$ cat src/rtl/pipe_skid_reg.sv
// Elastic pipeline register: main + optional skid entry, valid/ready on both sides, flush beats stall.
// Latency: 1 cycle in_data -> out_data from empty; steady-state throughput 1 per cycle.
// Backpressure: in_ready registered (~skid valid) when SKID_EN=1, else ~out_valid | (out_ready & ~stall).
module pipe_skid_reg #(
    parameter int DATA_W       = 256,
    parameter bit SKID_EN      = 1'b1,
    parameter bit CLR_ON_FLUSH = 1'b1
) (
    input  logic              clk,
    input  logic              rst_n,
    input  logic              in_valid,
    output logic              in_ready,
    input  logic [DATA_W-1:0] in_data,
    output logic              out_valid,
    input  logic              out_ready,
    output logic [DATA_W-1:0] out_data,
    input  logic              stall,
    input  logic              flush,
    output logic [1:0]        occupancy
);

    // Encoding doubles as the occupancy count.
    typedef enum logic [1:0] {
        EMPTY = 2'b00,
        ONE   = 2'b01,
        TWO   = 2'b10
    } state_e;

    state_e            state_q, state_d;
    logic [DATA_W-1:0] main_data_q, main_data_d;
    logic [DATA_W-1:0] skid_data_q, skid_data_d;
    logic              rd;
    logic              accept;
    logic              pop;

    assign rd        = out_ready & ~stall;
    assign out_valid = (state_q != EMPTY);
    assign out_data  = main_data_q;
    assign occupancy = state_q;
    assign accept    = in_valid & in_ready;
    assign pop       = out_valid & rd;

    generate
        if (SKID_EN) begin : g_skid
            assign in_ready = (state_q != TWO);
        end else begin : g_single
            assign in_ready = (state_q == EMPTY) | rd;
        end
    endgenerate

    always_comb begin
        state_d     = state_q;
        main_data_d = main_data_q;
        skid_data_d = skid_data_q;
        if (flush) begin
            state_d = EMPTY;
            if (CLR_ON_FLUSH) begin
                main_data_d = '0;
                skid_data_d = '0;
            end
        end else begin
            case (state_q)
                EMPTY: begin
                    if (accept) begin
                        state_d     = ONE;
                        main_data_d = in_data;
                    end
                end
                ONE: begin
                    if (accept && pop) begin
                        main_data_d = in_data;
                    end else if (accept && SKID_EN) begin
                        state_d     = TWO;
                        skid_data_d = in_data;
                    end else if (pop) begin
                        state_d = EMPTY;
                    end
                end
                TWO: begin
                    if (pop) begin
                        state_d     = ONE;
                        main_data_d = skid_data_q;
                        skid_data_d = '0;
                    end
                end
                default: state_d = EMPTY;
            endcase
        end
    end

    always_ff @(posedge clk or negedge rst_n) begin
        if (!rst_n) begin
            state_q     <= EMPTY;
            main_data_q <= '0;
            skid_data_q <= '0;
        end else begin
            state_q     <= state_d;
            main_data_q <= main_data_d;
            skid_data_q <= skid_data_d;
        end
    end

endmodule

$ cat config.mk
export PLATFORM = sky130hd
export DESIGN_NAME = pipe_skid_reg
export DESIGN_NICKNAME = d
export VERILOG_FILES = /design/src/rtl/pipe_skid_reg.sv
export SDC_FILE = /design/constraint.sdc
export NUM_CORES = 1
export LEC_CHECK = 0
export ABC_AREA = 1
export CELL_PAD_IN_SITES_DETAIL_PLACEMENT = 1
export CELL_PAD_IN_SITES_GLOBAL_PLACEMENT = 1
export CORE_MARGIN = 1
export CORE_UTILIZATION = 40
export DETAILED_ROUTE_END_ITERATION = 6
export GPL_TIMING_DRIVEN = 0
export PLACE_DENSITY_LB_ADDON = 0.1
export SYNTH_ARGS = -nofsm -noshare
export SYNTH_HDL_FRONTEND = slang
export SYNTH_SLANG_ARGS = --single-unit
$ cat constraint.sdc
create_clock -name clk -period 3.09 [get_ports clk]
set_input_delay 0.618 -clock clk [delete_from_list [all_inputs] [get_ports clk]]
set_output_delay 0.618 -clock clk [all_outputs]
set_load 0.02 [all_outputs]
## After elaboration in Yosys (flattened, before gate mapping)

Index checks and enable logic that the tools add are counted.

- Register bits after elaboration: 514
- Bits of input ports: 262
- Output and inout port bits: 260

- Eq/ne operators: 9
- Muxes and demuxes: 16
- Bitwise operators: 4
- Reduce and logical (&&, ||, !) cells: 8

Operator list:

| operator | count |
|---|---|
| $mux 256 | 7 |
| $pmux 256 s3 | 1 |
| $pmux 256 s2 | 1 |
| $ne 3x3->1 const B | 5 |
| $mux 2 | 6 |
| $reduce_and 4->1 | 3 |
| $pmux 2 s3 | 1 |
| $ne 4x4->1 const B | 1 |
| $reduce_bool 4->1 | 1 |
| $and 1x1->1 | 3 |
| $reduce_bool 3->1 | 1 |
| $eq 2x1->1 const B | 1 |
| $eq 2x2->1 const B | 1 |
| $logic_not 2->1 | 1 |
| $ne 2x2->1 const B | 1 |
| $reduce_bool 2->1 | 1 |
| $logic_and 1x1->1 | 1 |
| $not 1->1 | 1 |

## Depth between registers and ports, before layout

Gate-level depths: netlist (run 1).

- Word-level depth: 8
- Depth in mapped cells: 10

## Worst setup path after synthesis (run 1)

OpenSTA, ideal clock, no wires.

- Path type: input to register
- From: input port stall
- To: register main_data_q[171], in the netlist out_data[171]
- Data arrival time: 1660 ps
- Data required time: 3024 ps
- Setup slack: 1363 ps
- Stages on the path: 10
- Cell sequence: inv_2 nand2_1 inv_1 nor2_1 nor2_2 nand2_1 buf_2 buf_1 nand2_1 nand2_1

- Word-level cells in the longest chain between the ends: 6

Ends and longest elaborated chain:

| what | RTL line | source |
|---|---|---|
| start: declaration | 17 | `input logic stall,` |
| $not 1->1 * | 36 | `assign rd = out_ready & ~stall;` |
| $and 1x1->1 * | 36 |  |
| $and 1x1->1 * | 41 | `assign pop = out_valid & rd;` |
| $logic_and 1x1->1 | 70 | `if (accept && pop) begin` |
| $ne 3x3->1 (no source line) | - |  |
| $reduce_and 4->1 (no source line) * | - |  |
| end signal: assignment | 98 | `main_data_q <= main_data_d;` |
| end: declaration | 30 | `logic [DATA_W-1:0] main_data_q, main_data_d;` |

Every way passes the cells marked *; elsewhere a longest branch is shown, timed or not.
A chain may end at the register's enable or synchronous reset.

## Worst setup path in the final report (run 1)

- From: register state_q[0], in the netlist occupancy[0]
- To: output port in_ready

- Word-level cells in the longest chain between the ends: 1

Ends and longest elaborated chain:

| what | RTL line | source |
|---|---|---|
| start: declaration | 29 | `state_e state_q, state_d;` |
| start signal: assignment | 97 | `state_q <= state_d;` |
| $ne 2x2->1 | 45 | `assign in_ready = (state_q != TWO);` |
| end: declaration | 12 | `output logic in_ready,` |

No other way between the ends.

==> results of run 1 <==
logic make-up (layout without fill, tap and decap cells):
| kind of cell | after synthesis | count (layout) | synth area share |
|---|---|---|---|
| AND/OR/NAND/NOR | 2330 | 2330 | 0.400 |
| buffers and inverters | 542 | 1170 | 0.0873 |
| flip-flops | 514 | 514 | 0.512 |
| AO/OA/AOI/OAI | 1 | 1 | 0.000349 |
| other | 0 | 4 | 0 |
stage by stage:
stage	power, mW	utilization	instance area [um2]	hold WS, ps	setup TNS, ps
floorplan	10.7	-	25100	322	0
global placement	13.1	0.508	31400	452	-
detailed placement	13.3	0.509	31500	457	-11660
CTS	20.3	0.540	33400	68.0	0
global route	21.0	0.540	33400	89.3	0
finish	20.1	0.540	33400	33.1	0
area by class of cell:
class	instances	area, um2
clock inverter	10	104
buffer	279	1210
tap	837	1050
fill	7717	28400
sequential	514	12900
multi-input combinational	2331	10100
clock buffer	94	1790
antenna	4	10.0
inverter	262	983
timing repair buffer	525	5330
routing by layer:
| metal | up-vias | wire length [um] | global-route usage |
|---|---|---|---|
| li1 | 12000 | - | - |
| met1 | 12500 | 41500 | 0.391 |
| met2 | 594 | 45500 | 0.490 |
| met3 | 174 | 5420 | 0.0570 |
| met4 | 14 | 3140 | 0.103 |
| met5 | - | 106 | 0 |
Yosys cell counts:
cell type and number:
buf_1 36, nand3_1 518, buf_6 1, inv_2 3
nand2_1 1543, clkbuf_1 122, nor2_2 2, inv_1 259
nor2_1 6, buf_2 121, nand2_2 2, o21ai_2 1
nand4_1 258, dfrtp_1 514, nand3_2 1
registers in the layout, indices dropped and copies added, names as in the netlist:
name         cells
occupancy        2
out_data       256
skid_data_q    256
worst min path at each step:
stage          slack (ps)            end  cells after the start     startpoint
2_1_floorplan         320   occupancy[0]                      0          rst_n
3_3_place_gp          450  out_data[255]                      2  out_data[255]
3_5_place_dp          460   out_data[56]                      2   out_data[56]
4_1_cts                70  out_data[241]                      1          rst_n
5_1_grt                90  out_data[241]                      1          rst_n
6_report               30  out_data[241]                      1          rst_n
cells in the final DEF (no fill, tap or decap), drive strengths merged:
cell,count
nand2,1545
clkdlybuf4s50,520
nand3,519
dfrtp,514
inv,262
nand4,258
clkbuf,215
buf,163
clkinv,8
nor2,8
diode,4
bufinv,2
o21ai,1
where the power goes:
group          switching, mW  internal [mW]
Sequential             0.592           7.68
Clock                   2.88           4.09
Combinational           2.99           1.91
==> flow_summary.json, run 1 <==
{
  "setup_viol": 0,
  "avgViaCountPerCell": 5.21,
  "wl_um": 95700,
  "drtIter0Drc": 1524,
  "start_util": 0.406,
  "path_cells": "inv_2, nand2_2, clkdlybuf4s50_1",
  "grt_usage": 0.297,
  "worst_ep_required_time_ps": 2470,
  "clk_pin_slew_worst_paths_ps": 60,
  "finalMaxSlewViolations": 0,
  "synthDistinctLibCells": 15,
  "core_area_um2": 61800,
  "fp.dieH_um": 253,
  "hp-class": "input pin to asynchronous set/reset pin",
  "htreeDepth": 2,
  "pin_count": 522,
  "powerDensity_nw_per_um2": 603,
  "grt_pass1_wl_um": 149000,
  "overflow": 0,
  "synthToLayoutAreaGrowth_pct": 33.0,
  "synth.area.top_cells": "dfrtp_1 (51%), nand2_1 (23%), nand3_1 (10%)",
  "clock_sinks": 514,
  "post_cts_buffers": 0,
  "cts-resized-gates": 0,
  "critPathCaptureType": "primary output",
  "crit_arrival_ps": 2170,
  "fin_crit_sh": 0.901,
  "remaining_drc_errors": 0,
  "worstSetupStartpointType": "register",
  "finClkSkew_ps": 16.8,
  "tritoncts": "yes",
  "synth_top_cell_area_share": 0.512,
  "ys_seq_area_frac": 0.512,
  "rows": 91,
  "antenna_found_initial": 11,
  "grt_pass1_vias": 26000,
  "timing.rr.end": "out_data[93]",
  "final-hold-violation-count": 0,
  "layout_setup_ws_ps": 306,
  "yosysWarnings": 0,
  "wl_per_cell_um": 19.7,
  "portBuffers": 521,
  "critPathSlowestCell": "clkdlybuf4s50_1",
  "drive_above_1_share": 0.0550,
  "reg2reg_depth": 9,
  "r2r_start": "occupancy[0]",
  "final_nets": 4233,
  "clock-root-buffer": "clkbuf_16",
  "vias": 25300,
  "synth.largest_area_cell": "dfrtp_1",
  "drt_first_pass_iters": 5,
  "grt_start_max_net_pins": 119,
  "syn_avg_cell_area_um2": 7.42,
  "maxSlewHeadroom": 0.313,
  "crit_end": "in_ready",
  "path_max_fanout": 16,
  "fmax_mhz": 359,
  "die_area_um2": 63800,
  "cp.depth": 3,
  "clock_path_buffers": 3,
  "path_class": "register to primary output",
  "hpwl_um": 68400,
  "leakage_nw": 18.7,
  "postSynthCellCount": 3387,
  "rrSetupSlack_ps": 450,
  "antenna_left": 0,
  "ir_worst_vdd_mv": 0.414,
  "syn_nets": 3649,
  "cap_violations": 0,
  "dp.cells": 4749,
  "period_needed_ps": 2780,
  "worstMarginPinSlew_ps": 1030,
  "cts_buffers": 58,
  "rsz0062_at_grt": "false",
  "finalNonFillerCells": 4856,
  "dp_slack_ps": -146,
  "crit_family": "buffers and inverters",
  "status": "complete, no violations",
  "critPathBufInv": 2,
  "die_w_um": 253,
  "critPathMaxStageDelay_ps": 690,
  "gp_congestion": 0.866,
  "clock_latency_ps": 620,
  "syn_area_um2": 25100,
  "ys_ff_latch": 514,
  "ctsHoldBuffers": 0,
  "crit_start": "occupancy[0]"
}
Note: power is estimated with default switching activity, not from simulation.
==> inputs of run 2 (changes only) <==
--- a/config.mk
+++ b/config.mk
@@ -6,10 +6,12 @@
 export NUM_CORES = 1
 export LEC_CHECK = 0
 export ABC_AREA = 1
+export CAP_MARGIN = 20
 export CELL_PAD_IN_SITES_DETAIL_PLACEMENT = 1
 export CELL_PAD_IN_SITES_GLOBAL_PLACEMENT = 1
 export CORE_MARGIN = 1
 export CORE_UTILIZATION = 40
+export CTS_CLUSTER_SIZE = 24
 export DETAILED_ROUTE_END_ITERATION = 6
 export GPL_TIMING_DRIVEN = 0
 export PLACE_DENSITY_LB_ADDON = 0.1
==> results of run 2 <==
Same layout as run 1: the final DEF is identical, and so are final timing and power.
==> inputs of run 3 (changes only) <==
==> config.mk (replaced) <==
export PLATFORM = sky130hd
export DESIGN_NAME = pipe_skid_reg
export DESIGN_NICKNAME = d
export VERILOG_FILES = /design/src/rtl/pipe_skid_reg.sv
export SDC_FILE = /design/constraint.sdc
export NUM_CORES = 1
export LEC_CHECK = 0
export ABC_AREA = 1
export CORE_MARGIN = 1
export CORE_UTILIZATION = 50
export CTS_CLUSTER_SIZE = 24
export DETAILED_ROUTE_END_ITERATION = 6
export GPL_TIMING_DRIVEN = 0
export MAX_ROUTING_LAYER = met4
export PLACE_DENSITY = 0.78
export SYNTH_ARGS = -nofsm -noshare
export SYNTH_HDL_FRONTEND = slang
export SYNTH_SLANG_ARGS = --single-unit
==> run 3 against run 2 <==
  * Flip-flop and latch count unchanged
  * Die area down 20%
  * First-iteration DRC count grew 48%
==> flow_summary.json, run 3 (same netlist as run 1, synthesis figures left out) <==
{
  "status": "complete, no violations",
  "switching_share": 0.312,
  "grt_pass1_vias": 23600,
  "hold-worst-slack_ps": 470,
  "dp.cells": 4576,
  "maxSlewHeadroom": 0.378,
  "cap_violations": 0,
  "htreeDepth": 2,
  "grt_pass1_wl_um": 126000,
  "hp-class": "register to register",
  "antenna_found_initial": 9,
  "cts-resized-gates": 0,
  "die_area_um2": 51100,
  "powerDensity_nw_per_um2": 602,
  "avgViaCountPerCell": 5.34,
  "grt_usage": 0.326,
  "p_sw_mw": 6.25,
  "crit_arrival_ps": 2200,
  "ir_worst_vdd_mv": 0.443,
  "path_cells": "inv_2, nand2_2, clkdlybuf4s50_1",
  "start_util": 0.510,
  "portBuffers": 521,
  "worstHoldPathCells": 2,
  "final_common_cell": "nand2_1",
  "vias": 25100,
  "crit_start": "occupancy[0]",
  "layout_setup_ws_ps": 271,
  "power_frac_seq": 0.413,
  "final-hold-violation-count": 0,
  "core_area_um2": 49300,
  "drt_first_pass_iters": 7,
  "gp_congestion": 0.932,
  "grt_start_max_net_pins": 119,
  "path_max_fanout": 16,
  "worst_ep_required_time_ps": 2470,
  "pwr-share-clk": 0.350,
  "worstMarginPinSlew_ps": 934,
  "finalMaxSlewViolations": 0,
  "critPathMaxStageDelay_ps": 740,
  "r2r_start": "occupancy[0]",
  "hpwl_um": 58500,
  "antenna_left": 0,
  "layout_common_cells": "nand2_1 (1,543), clkdlybuf4s50_1 (520), nand3_1 (518)",
  "overflow": 0,
  "cts_buffers": 57,
  "synthToLayoutAreaGrowth_pct": 32.4,
  "hp-start": "out_data[65]",
  "clk_pin_slew_worst_paths_ps": 60,
  "finalNonFillerCells": 4694,
  "remaining_drc_errors": 0,
  "clock_sinks": 514,
  "fin_crit_sh": 0.912,
  "path_class": "register to primary output",
  "tritoncts": "yes",
  "wl_um": 82000,
  "rows": 81,
  "worstSetupStartpointType": "register",
  "clock-root-buffer": "clkbuf_16",
  "drtIter0Drc": 2257,
  "reg2reg_depth": 9,
  "setup_viol": 0,
  "critPathCaptureType": "primary output",
  "dp_slack_ps": 40.6,
  "critPathSlowestCell": "clkdlybuf4s50_1",
  "leakage_nw": 18.8,
  "fmax_mhz": 355,
  "internal-power_mw": 13.8,
  "wl_per_cell_um": 17.5,
  "finClkSkew_ps": 25.2,
  "comb_power_share": 0.237,
  "fillCellCount": 4126,
  "fp.dieH_um": 226,
  "setup_tns_ps": 0,
  "pin_count": 522,
  "clock_latency_ps": 620,
  "rsz0062_at_grt": "false",
  "final_nets": 4233,
  "clock_path_buffers": 3,
  "die_w_um": 226,
  "drive_above_1_share": 0.0570,
  "period_needed_ps": 2820
}
==> run 3: cell types whose count changed in the layout (fill, tap and decap cells not counted), sizes merged <==
cell / previous run / this run
clkbuf: 215 / 213
dlygate4sd3: 0 / 1
clkinv: 8 / 11
diode: 4 / 11
inv: 262 / 263
bufinv: 2 / 3
==> run 3: final timing paths <==
check,slack (ps),end
max,270,in_ready
min,470,out_data[65]
max reg2reg,470,out_data[97]
min reg2reg,470,out_data[65]
max in group asynchronous,990,skid_data_q[92]
min in group asynchronous,570,out_data[229]
==> run 3: final cells by class <==
cell class              instances  area (um2)  area share
diodes                         11        27.5    0.000828
clock inverters                15         154     0.00463
clock buffers                  92        1790      0.0538
multi-input cells            2331       10100       0.303
well taps                     664         831      0.0250
plain buffers                 279        1210      0.0363
inverters                     262         983      0.0296
flip-flops and latches        514       12900       0.387
repair buffers                526        5340       0.161
==> run 3: routing by layer <==
layer	share of wire	vias up	global-route usage
met5	0	-	-
met4	0.039	0	0.121
met3	0.082	218	0.0719
met2	0.47	985	0.511
met1	0.41	11900	0.416
li1	-	12000	-
==> run 3: repair_timing <==
item / CTS / global route
buffers inserted: 0 / 0
hold buffers: 1 / 0
hold endpoints to repair: 20 / 0
endpoints found under the setup margin: 1 / 0
==> run 3: critical path: cells and delay by family, from the launching register on <==
kind	cells	cell delay, ps
buffers and inverters	2	820
and+or+nand+nor	1	300
DFF	1	450
==> run 3: power by group through the flow <==
stage                     Sequential (mW)  Combinational, mW  Clock (mW)
after global placement               8.37               4.64           0
after CTS                            8.25               4.75        7.08
after floorplan                      8.85               1.85           0
after global routing                 8.36               5.16        7.34
after detailed placement             8.35               4.72           0
final                                8.27               4.75        7.01
==> run 3: per-stage QoR <==
stage | area, um2 | total power [mW] | utilization
2_1_floorplan | 25100 | 10.7 | -
3_3_place_gp | 31200 | 13.0 | 0.633
3_5_place_dp | 31300 | 13.1 | 0.635
4_1_cts | 33200 | 20.1 | 0.675
5_1_grt | 33300 | 20.9 | 0.675
6_report | 33300 | 20.0 | 0.675
